### src/rtl/cla_slice_sequencer.sv
// Purpose : multi-cycle WIDTH-bit add/subtract, one 4-bit carry-lookahead slice per clock, LSB first.
// Latency : o_out_valid rises NSLICE edges after the accept edge; one op per NSLICE+2 cycles at best.
// Backpressure: o_in_ready only in IDLE; DONE (result held stable) persists until i_out_ready.
//
// Ports:
//   i_clk, i_rst               clock (rising edge), asynchronous active-high reset
//   i_in_valid / o_in_ready    operand handshake; i_a, i_b, i_cin, i_sub sampled on accept
//   i_sub                      1: a - b (i_cin ignored), 0: a + b + i_cin
//   o_out_valid / i_out_ready  result handshake; o_sum, o_cout, o_ovf qualified by o_out_valid
//   o_cout                     carry out of MSB (subtract: 1 = no borrow)
//   o_ovf                      signed overflow (carry into MSB xor carry out of MSB)
module cla_slice_sequencer #(
  parameter int WIDTH = 16
) (
  input  logic             i_clk,
  input  logic             i_rst,
  input  logic             i_in_valid,
  output logic             o_in_ready,
  input  logic [WIDTH-1:0] i_a,
  input  logic [WIDTH-1:0] i_b,
  input  logic             i_cin,
  input  logic             i_sub,
  output logic             o_out_valid,
  input  logic             i_out_ready,
  output logic [WIDTH-1:0] o_sum,
  output logic             o_cout,
  output logic             o_ovf
);

  localparam int NSLICE = WIDTH / 4;
  localparam int IW     = (NSLICE > 1) ? $clog2(NSLICE) : 1;

  typedef enum logic [1:0] {
    S_IDLE = 2'd0,
    S_RUN  = 2'd1,
    S_DONE = 2'd2
  } state_t;

  state_t           r_state;
  state_t           w_state_nxt;
  logic [IW-1:0]    r_idx;
  logic [WIDTH-1:0] r_a;
  logic [WIDTH-1:0] r_b;
  logic [WIDTH-1:0] r_sum;
  logic             r_carry;
  logic             r_cout;
  logic             r_ovf;

  logic             w_accept;
  logic             w_last;
  logic [IW+1:0]    w_base;
  logic [3:0]       w_sa;
  logic [3:0]       w_sb;
  logic [3:0]       w_p;
  logic [3:0]       w_g;
  logic [4:0]       w_c;
  logic [3:0]       w_s;

  // Slice selection and 4-bit lookahead carry network.
  always_comb begin
    w_base = {r_idx, 2'b00};
    w_sa   = r_a[w_base +: 4];
    w_sb   = r_b[w_base +: 4];
    w_p    = w_sa ^ w_sb;
    w_g    = w_sa & w_sb;
    w_c[0] = r_carry;
    w_c[1] = w_g[0] | (w_p[0] & w_c[0]);
    w_c[2] = w_g[1] | (w_p[1] & w_g[0]) | (w_p[1] & w_p[0] & w_c[0]);
    w_c[3] = w_g[2] | (w_p[2] & w_g[1]) | (w_p[2] & w_p[1] & w_g[0])
           | (w_p[2] & w_p[1] & w_p[0] & w_c[0]);
    w_c[4] = w_g[3] | (w_p[3] & w_g[2]) | (w_p[3] & w_p[2] & w_g[1])
           | (w_p[3] & w_p[2] & w_p[1] & w_g[0])
           | (w_p[3] & w_p[2] & w_p[1] & w_p[0] & w_c[0]);
    // Each sum bit uses the carry into that bit, not the slice carry-in.
    w_s    = w_p ^ w_c[3:0];
  end

  assign w_last = (r_idx == IW'(NSLICE - 1));

  // State register.
  always_ff @(posedge i_clk or posedge i_rst) begin
    if (i_rst) begin
      r_state <= S_IDLE;
    end else begin
      r_state <= w_state_nxt;
    end
  end

  // Next state and handshake outputs.
  always_comb begin
    w_state_nxt = r_state;
    o_in_ready  = 1'b0;
    o_out_valid = 1'b0;
    w_accept    = 1'b0;
    case (r_state)
      S_IDLE: begin
        o_in_ready = 1'b1;
        if (i_in_valid) begin
          w_accept    = 1'b1;
          w_state_nxt = S_RUN;
        end
      end
      S_RUN: begin
        if (w_last) begin
          w_state_nxt = S_DONE;
        end
      end
      S_DONE: begin
        o_out_valid = 1'b1;
        if (i_out_ready) begin
          w_state_nxt = S_IDLE;
        end
      end
      default: begin
        w_state_nxt = S_IDLE;
      end
    endcase
  end

  // Datapath: operand latch on accept, then one slice per RUN edge.
  // Subtraction is a + ~b + 1, so the inverted b and a forced carry-in are latched up front.
  always_ff @(posedge i_clk or posedge i_rst) begin
    if (i_rst) begin
      r_a     <= '0;
      r_b     <= '0;
      r_idx   <= '0;
      r_carry <= 1'b0;
      r_sum   <= '0;
      r_cout  <= 1'b0;
      r_ovf   <= 1'b0;
    end else if (w_accept) begin
      r_a     <= i_a;
      r_b     <= i_sub ? ~i_b : i_b;
      r_carry <= i_sub | i_cin;
      r_idx   <= '0;
    end else if (r_state == S_RUN) begin
      r_sum[w_base +: 4] <= w_s;
      r_carry            <= w_c[4];
      r_idx              <= r_idx + 1'b1;
      if (w_last) begin
        r_cout <= w_c[4];
        r_ovf  <= w_c[3] ^ w_c[4];
      end
    end
  end

  assign o_sum  = r_sum;
  assign o_cout = r_cout;
  assign o_ovf  = r_ovf;

endmodule

### config.mk
export PLATFORM = sky130hd
export DESIGN_NAME = cla_slice_sequencer
export DESIGN_NICKNAME = d
export VERILOG_FILES = /design/src/rtl/cla_slice_sequencer.sv
export SDC_FILE = /design/constraint.sdc
export NUM_CORES = 1
export LEC_CHECK = 0
export BUFFER_PORTS_ARGS = -buffer_cell sky130_fd_sc_hd__buf_2
export CAP_MARGIN = 40
export CORE_UTILIZATION = 49
export DETAILED_ROUTE_END_ITERATION = 8
export GPL_TIMING_DRIVEN = 0
export PLACE_DENSITY_LB_ADDON = 0.08
export SLEW_MARGIN = 20
export SYNTH_ARGS = -nofsm -noshare
export SYNTH_HDL_FRONTEND = slang
export SYNTH_SLANG_ARGS = --single-unit
### constraint.sdc
create_clock -name i_clk -period 2.3 [get_ports i_clk]
set_input_delay 0.345 -clock i_clk [delete_from_list [all_inputs] [get_ports i_clk]]
set_output_delay 0.345 -clock i_clk [all_outputs]
set_load 0.005 [all_outputs]
==> impl_metrics.toml, run 1 <==
[pwr]
peakVddDrop_mv = 0.988
power_density_nw_per_um2 = 1790
leakage_nw = 1.54

[detailed_routing]
avgRoutedWirePerCell_um = 15.2
drc_errors = 0
num_vias = 1879
routed_via_density = 5.26
drt_wl_total_um = 5440
drt_pass1_iterations = 4
ant_nets = 0
drtIter0Drc = 65

[sta]
fin_crit_sh_pct = 101
finalClockSkew_ns = 0.00698
relSlewSlack_pct = 55.8
drv_slew = 0
post-route-worst-setup-slack_ns = -0.0288
rsz0062_at_grt = "true"
hold_viol = 0
tightest_slew_ns = 0.663
period_minus_slack_ns = 2.33
max_freq_ghz = 0.429
finalSetupViolCount = 5

[cells_and_area]
area_growth_pct = 23.2
antennaDiodeCount = 0
nNetsFinal = 336
regArea_um2 = 1380
final_util_pct = 64.4
final_cell_mix = "buf_2 (61), dfrtp_1 (54), a21oi_1 (20)"
final_common_cell = "buf_2"
multi_input_area_um2 = 1400
stdcell_count = 357
nFillCells = 427
drive_gt1_share_pct = 44.3

[place]
dp_hpwl_um = 3770
io_buffer_count = 56
gp_congestion = 0.764
place_inst = 343

[synth]
avgSynthCellArea_um2 = 12.6
syn_area_um2 = 2740
synthFlopType = "dfrtp_1"
yosysSeqAreaShare_pct = 50.3
synth-seq-cells = 55
synth_edf_count = 0
synth_cells = 217
ys_async_sr_fraction_pct = 100
syn_nets = 267
ys_warn_count = 0
synth.distinct_cells = 36

[clock_tree]
cts_root_buf = "clkbuf_8"
path_clk_slew_ns = 0.10
clock-sinks = 55
htreeDepth = 2
clock_latency_ns = 0.31
tritoncts = "yes"
cts_hold_buf = 0
cts_buffers = 5
clk_path_buf_depth = 2

[die]
io_pins = 58
start_util_pct = 52.2
die_w_um = 76.7
fp.dieH_um = 76.7
core-area_um2 = 5240
die-area_um2 = 5890
row_count = 26

[job]
maxCapViolCount = 0

[critical_path]
cpPeakStageDelay_ns = 0.56
rr_worst_depth = 7
crit_fanout = 6
arrival_ns = 2.54
timing.rr.start = "r_idx[0]"
rr_endpoint = "o_sum[3]"
crit_type = "flip-flop to flip-flop"
end_kind = "flip-flop"
slowest_stage = "mux4_2"
cp.required_ns = 2.51
critPathLaunchType = "flip-flop"
crit_start = "r_idx[0]"
endpoint = "o_sum[3]"
cp_cell_sequence = "buf_12 -> mux4_2 -> ha_4 -> a211o_1 -> a21oi_4 -> xnor2_4 -> a22o_1"
reg2reg_slack_ns = -0.03

[global_routing]
first_global_vias = 1856
grt_pass1_wl_um = 9150
antenna_found_initial = 0
grt_overflow = 0
grt_use_total_pct = 20.0
grt_max_degree = 56

[status]
violations = "setup timing"
status = "complete, but fails checks"

[worst_hold_path]
holdCritPathClass = "input pin to async pin"
-- worst min path at each step --
stage | start | end | slack, ns | cells past startpoint
global route | i_rst | o_sum[3] | 0.20 | 2
CTS | i_rst | o_sum[3] | 0.16 | 2
global placement | o_cout | o_cout | 0.46 | 2
detailed placement | o_sum[2] | o_sum[2] | 0.48 | 2
floorplan | o_cout | o_cout | 0.47 | 2
finish | i_rst | o_sum[3] | 0.13 | 2
-- power breakdown --
part,internal [mW],total [mW],switching [mW]
Sequential,1.41,1.65,0.248
Combinational,1.97,3.85,1.88
Clock,0.214,0.525,0.311
-- flip-flops by register name, indices dropped and copies added (netlist names) --
| name | count |
|---|---|
| r_a | 16 |
| o_sum | 16 |
| o_cout | 1 |
| o_ovf | 1 |
| r_carry | 1 |
| r_state | 2 |
| r_idx | 2 |
| r_b | 16 |
-- critical path, delay by kind of cell, from the launching register on --
family / cells / cell delay, ns
fa+ha+maj: 1 / 0.26
mux: 1 / 0.56
buf+inv: 1 / 0.13
flops: 1 / 0.40
compound gates: 3 / 0.74
xor+xnor: 1 / 0.12
-- cell type report --
| class | count | area share, % |
|---|---|---|
| buffer | 10 | 2.52 |
| clock inverter | 2 | 0.371 |
| clock buffer | 6 | 2.15 |
| multi-input combinational | 148 | 41.4 |
| tap | 70 | 2.60 |
| timing repair buffer | 62 | 9.58 |
| inverter | 4 | 0.520 |
| sequential | 55 | 40.9 |
-- cells in the mapped netlist (all sizes together), types with 2 or more instances --
cell type  instances  area share, %
dfrtp             55             50
a21oi             22            4.4
nor2              20            2.8
xnor2             19            6.1
mux2              16            6.6
nand2             15            2.6
a22o              13            4.2
ha                11            5.0
buf                9            2.4
mux4               8            6.6
inv                4           0.55
o31ai              4            1.1
nor2b              2           0.46
nor4b              2            1.7
or3                2           0.64
xor2               2           0.64
-- routing by layer --
| layer | GRT usage (%) | routed length, um | up-vias |
|---|---|---|---|
| met2 | 33.4 | 2760 | 38 |
| met1 | 26.4 | 2370 | 930 |
| met5 | 0 | 0 | - |
| li1 | - | - | 902 |
| met3 | 3.69 | 181 | 9 |
| met4 | 6.35 | 116 | 0 |
-- cell families (layout without fill, tap and decap cells) --
logic type	after synthesis	after routing	synth area share, %
buffers and inverters	14	84	3.06
adders and majority gates	12	12	5.76
AOI/OAI and AO/OA	46	46	11.7
and+or+nand+nor	45	45	9.28
muxes	24	24	13.2
xor gates and xnor gates	21	21	6.72
DFF	55	55	50.3
-- through the flow --
step	TNS (ns)	power, mW	setup WS (ns)	hold slack (ns)	area, um2
finish	-0.134	6.03	-0.0288	0.130	3370
global placement	-9.85	4.72	-0.353	0.462	3130
detailed placement	-3.45	4.77	-0.344	0.475	3140
global route	-0.711	6.51	-0.130	0.202	3370
floorplan	-0.0179	4.00	-0.00450	0.472	2770
CTS	-0.186	5.55	-0.0523	0.164	3280
-- timing repair --
item / CTS / global route
resized for setup: 5 / 14
pin swaps: 1 / 4
endpoints found under the setup margin: 19 / 15
buffers inserted: 3 / 3
No activity file was read; power rests on OpenSTA's default activity.
==> run 2, diff against run 1 <==
--- a/config.mk
+++ b/config.mk
@@ -7,7 +7,9 @@
 export LEC_CHECK = 0
 export BUFFER_PORTS_ARGS = -buffer_cell sky130_fd_sc_hd__buf_2
 export CAP_MARGIN = 40
+export CORE_ASPECT_RATIO = 1.2
 export CORE_UTILIZATION = 49
+export CTS_CLUSTER_DIAMETER = 80
 export DETAILED_ROUTE_END_ITERATION = 8
 export GPL_TIMING_DRIVEN = 0
 export PLACE_DENSITY_LB_ADDON = 0.08
==> constraint.sdc (replaced) <==
create_clock -name i_clk -period 2 [get_ports i_clk]
set_input_delay 0.3 -clock i_clk [delete_from_list [all_inputs] [get_ports i_clk]]
set_output_delay 0.3 -clock i_clk [all_outputs]
set_load 0.005 [all_outputs]
==> run 2 against run 1 <==
The run still ends with setup timing left. Global-route usage grew 0.78 points. Hold slack worse by 0.040 ns. Largest cell class is now flip-flops and latches. Sequential share of layout area fell by 0.29 points. Via count fell by 0.59%. First-iteration DRC count up 25%. Clock power increased by 34%. Fmax fell by 1.6%. Critical endpoint unchanged. Register-to-register slack worse by 0.34 ns. Total power up 17%. Die area barely moved. Critical path depth is the same. Wire length is 4.6% higher.
==> impl_metrics.toml, run 2 (same netlist as run 1, synthesis figures left out) <==
[status]
status = "complete, but fails checks"
violations = "setup timing"

[cells_and_area]
final_common_cell = "buf_2"
area_growth_pct = 24.1
nFillCells = 433
antennaDiodeCount = 0
regArea_um2 = 1380
final_cell_mix = "buf_2 (60), dfrtp_1 (54), a21oi_1 (20)"
nNetsFinal = 340
multi_input_area_um2 = 1360
drive_gt1_share_pct = 43.8

[place]
dp_hpwl_um = 3970
io_buffer_count = 56
gp_congestion = 0.750
dp_slack_ns = -0.664

[global_routing]
grt_use_total_pct = 20.8
first_global_vias = 1925
grt_pass1_wl_um = 9340
grt_max_degree = 56
antenna_found_initial = 0
grt_overflow = 0

[die]
fp.dieH_um = 83.9
die_w_um = 70.2
core-area_um2 = 5330
row_count = 29
die-area_um2 = 5890
start_util_pct = 51.3
io_pins = 58

[job]
maxCapViolCount = 0

[sta]
relSlewSlack_pct = 56.2
period_minus_slack_ns = 2.37
tightest_slew_ns = 0.656
drv_slew = 0
rsz0062_at_grt = "true"
post-route-worst-setup-slack_ns = -0.366
max_freq_ghz = 0.423
hold_viol = 0
finalClockSkew_ns = 0.00772
setup_tns_ns = -5.27
fin_crit_sh_pct = 118
finalSetupViolCount = 19

[critical_path]
crit_fanout = 5
cpPeakStageDelay_ns = 0.56
cp.required_ns = 2.20
crit_type = "flip-flop to flip-flop"
cp_cell_sequence = "buf_12 -> mux4_2 -> ha_4 -> a211o_1 -> a21oi_4 -> xnor2_4 -> a22o_1"
critPathLaunchType = "flip-flop"
arrival_ns = 2.57
end_kind = "flip-flop"
slowest_stage = "mux4_2"

[detailed_routing]
avgRoutedWirePerCell_um = 16.2
drt_wl_total_um = 5690
drtIter0Drc = 81
routed_via_density = 5.31
num_vias = 1868
drt_pass1_iterations = 4
ant_nets = 0
drc_errors = 0

[worst_hold_path]
holdCritPathClass = "input pin to async pin"

[pwr]
leakage_nw = 1.57
total_power_mw = 7.03
power_density_nw_per_um2 = 2070
peakVddDrop_mv = 0.926

[clock_tree]
cts_buffers = 5
clock_latency_ns = 0.30
cts_hold_buf = 0
cts_root_buf = "clkbuf_8"
path_clk_slew_ns = 0.09
clock-sinks = 55
htreeDepth = 2
tritoncts = "yes"
clk_path_buf_depth = 2
[run 2: cell types whose count changed in the layout (fill, tap and decap cells not counted), sizes merged]
cell	change
buf	+3
bufinv	+1
clkbuf	+1
clkinv	-1
clkinvlp	-1
[run 2: critical path: cells and delay by family, from the launching register on]
| family | cells | cell delay [ns] |
|---|---|---|
| buf+inv | 1 | 0.13 |
| compound gates | 3 | 0.75 |
| mux | 1 | 0.56 |
| xor+xnor | 1 | 0.12 |
| fa+ha+maj | 1 | 0.28 |
| flops | 1 | 0.41 |
[run 2: final timing paths]
| check | from | to | slack [ns] | cells past startpoint |
|---|---|---|---|---|
| max | r_idx[0] | o_sum[3] | -0.37 | 7 |
| min | i_rst | o_sum[0] | 0.09 | 2 |
| max reg2reg | r_idx[0] | o_sum[3] | -0.37 | 7 |
| min reg2reg | o_sum[13] | o_sum[13] | 0.48 | 2 |
| max in group asynchronous | i_rst | r_idx[0] | 1.44 | 2 |
| min in group i_clk | i_a[1] | r_a[1] | 0.22 | 2 |
[run 2: what timing repair did]
item,in CTS,in global routing
cloned,1,0
setup buffers,5,4
pin swaps,7,3
setup endpoints to repair,19,19
resized for setup,8,4
[run 2: layout make-up]
class	instances	area share (%)
multi-input cells	148	40.0
repair buffers	66	11.1
inverters	4	0.516
flip-flops and latches	55	40.6
clock inverters	1	0.885
well taps	62	2.29
plain buffers	10	2.51
clock buffers	6	2.14
[run 2: metal layers]
| metal | global-route usage, % | vias up | share of wire [%] |
|---|---|---|---|
| li1 | - | 906 | - |
| met1 | 24.2 | 914 | 41 |
| met2 | 37.8 | 41 | 55 |
| met3 | 3.74 | 7 | 2.5 |
| met4 | 7.27 | 0 | 1.7 |
| met5 | 0 | - | 0 |
[run 2: through the flow]
step | std cells | cell area, um2 | hold WS [ns] | utilization [%]
CTS | 348 | 3350 | 0.112 | 62.7
global placement | 335 | 3140 | 0.458 | 58.9
floorplan | 217 | 2780 | 0.452 | -
finish | 352 | 3390 | 0.0896 | 63.6
detailed placement | 335 | 3140 | 0.450 | 58.9
global route | 352 | 3390 | 0.159 | 63.6
[run 2: power breakdown]
part           switching (mW)  leakage (nW)  internal, mW
Clock                   0.338        0.0513         0.367
Combinational            2.18         0.847          2.23
Sequential              0.294         0.667          1.62
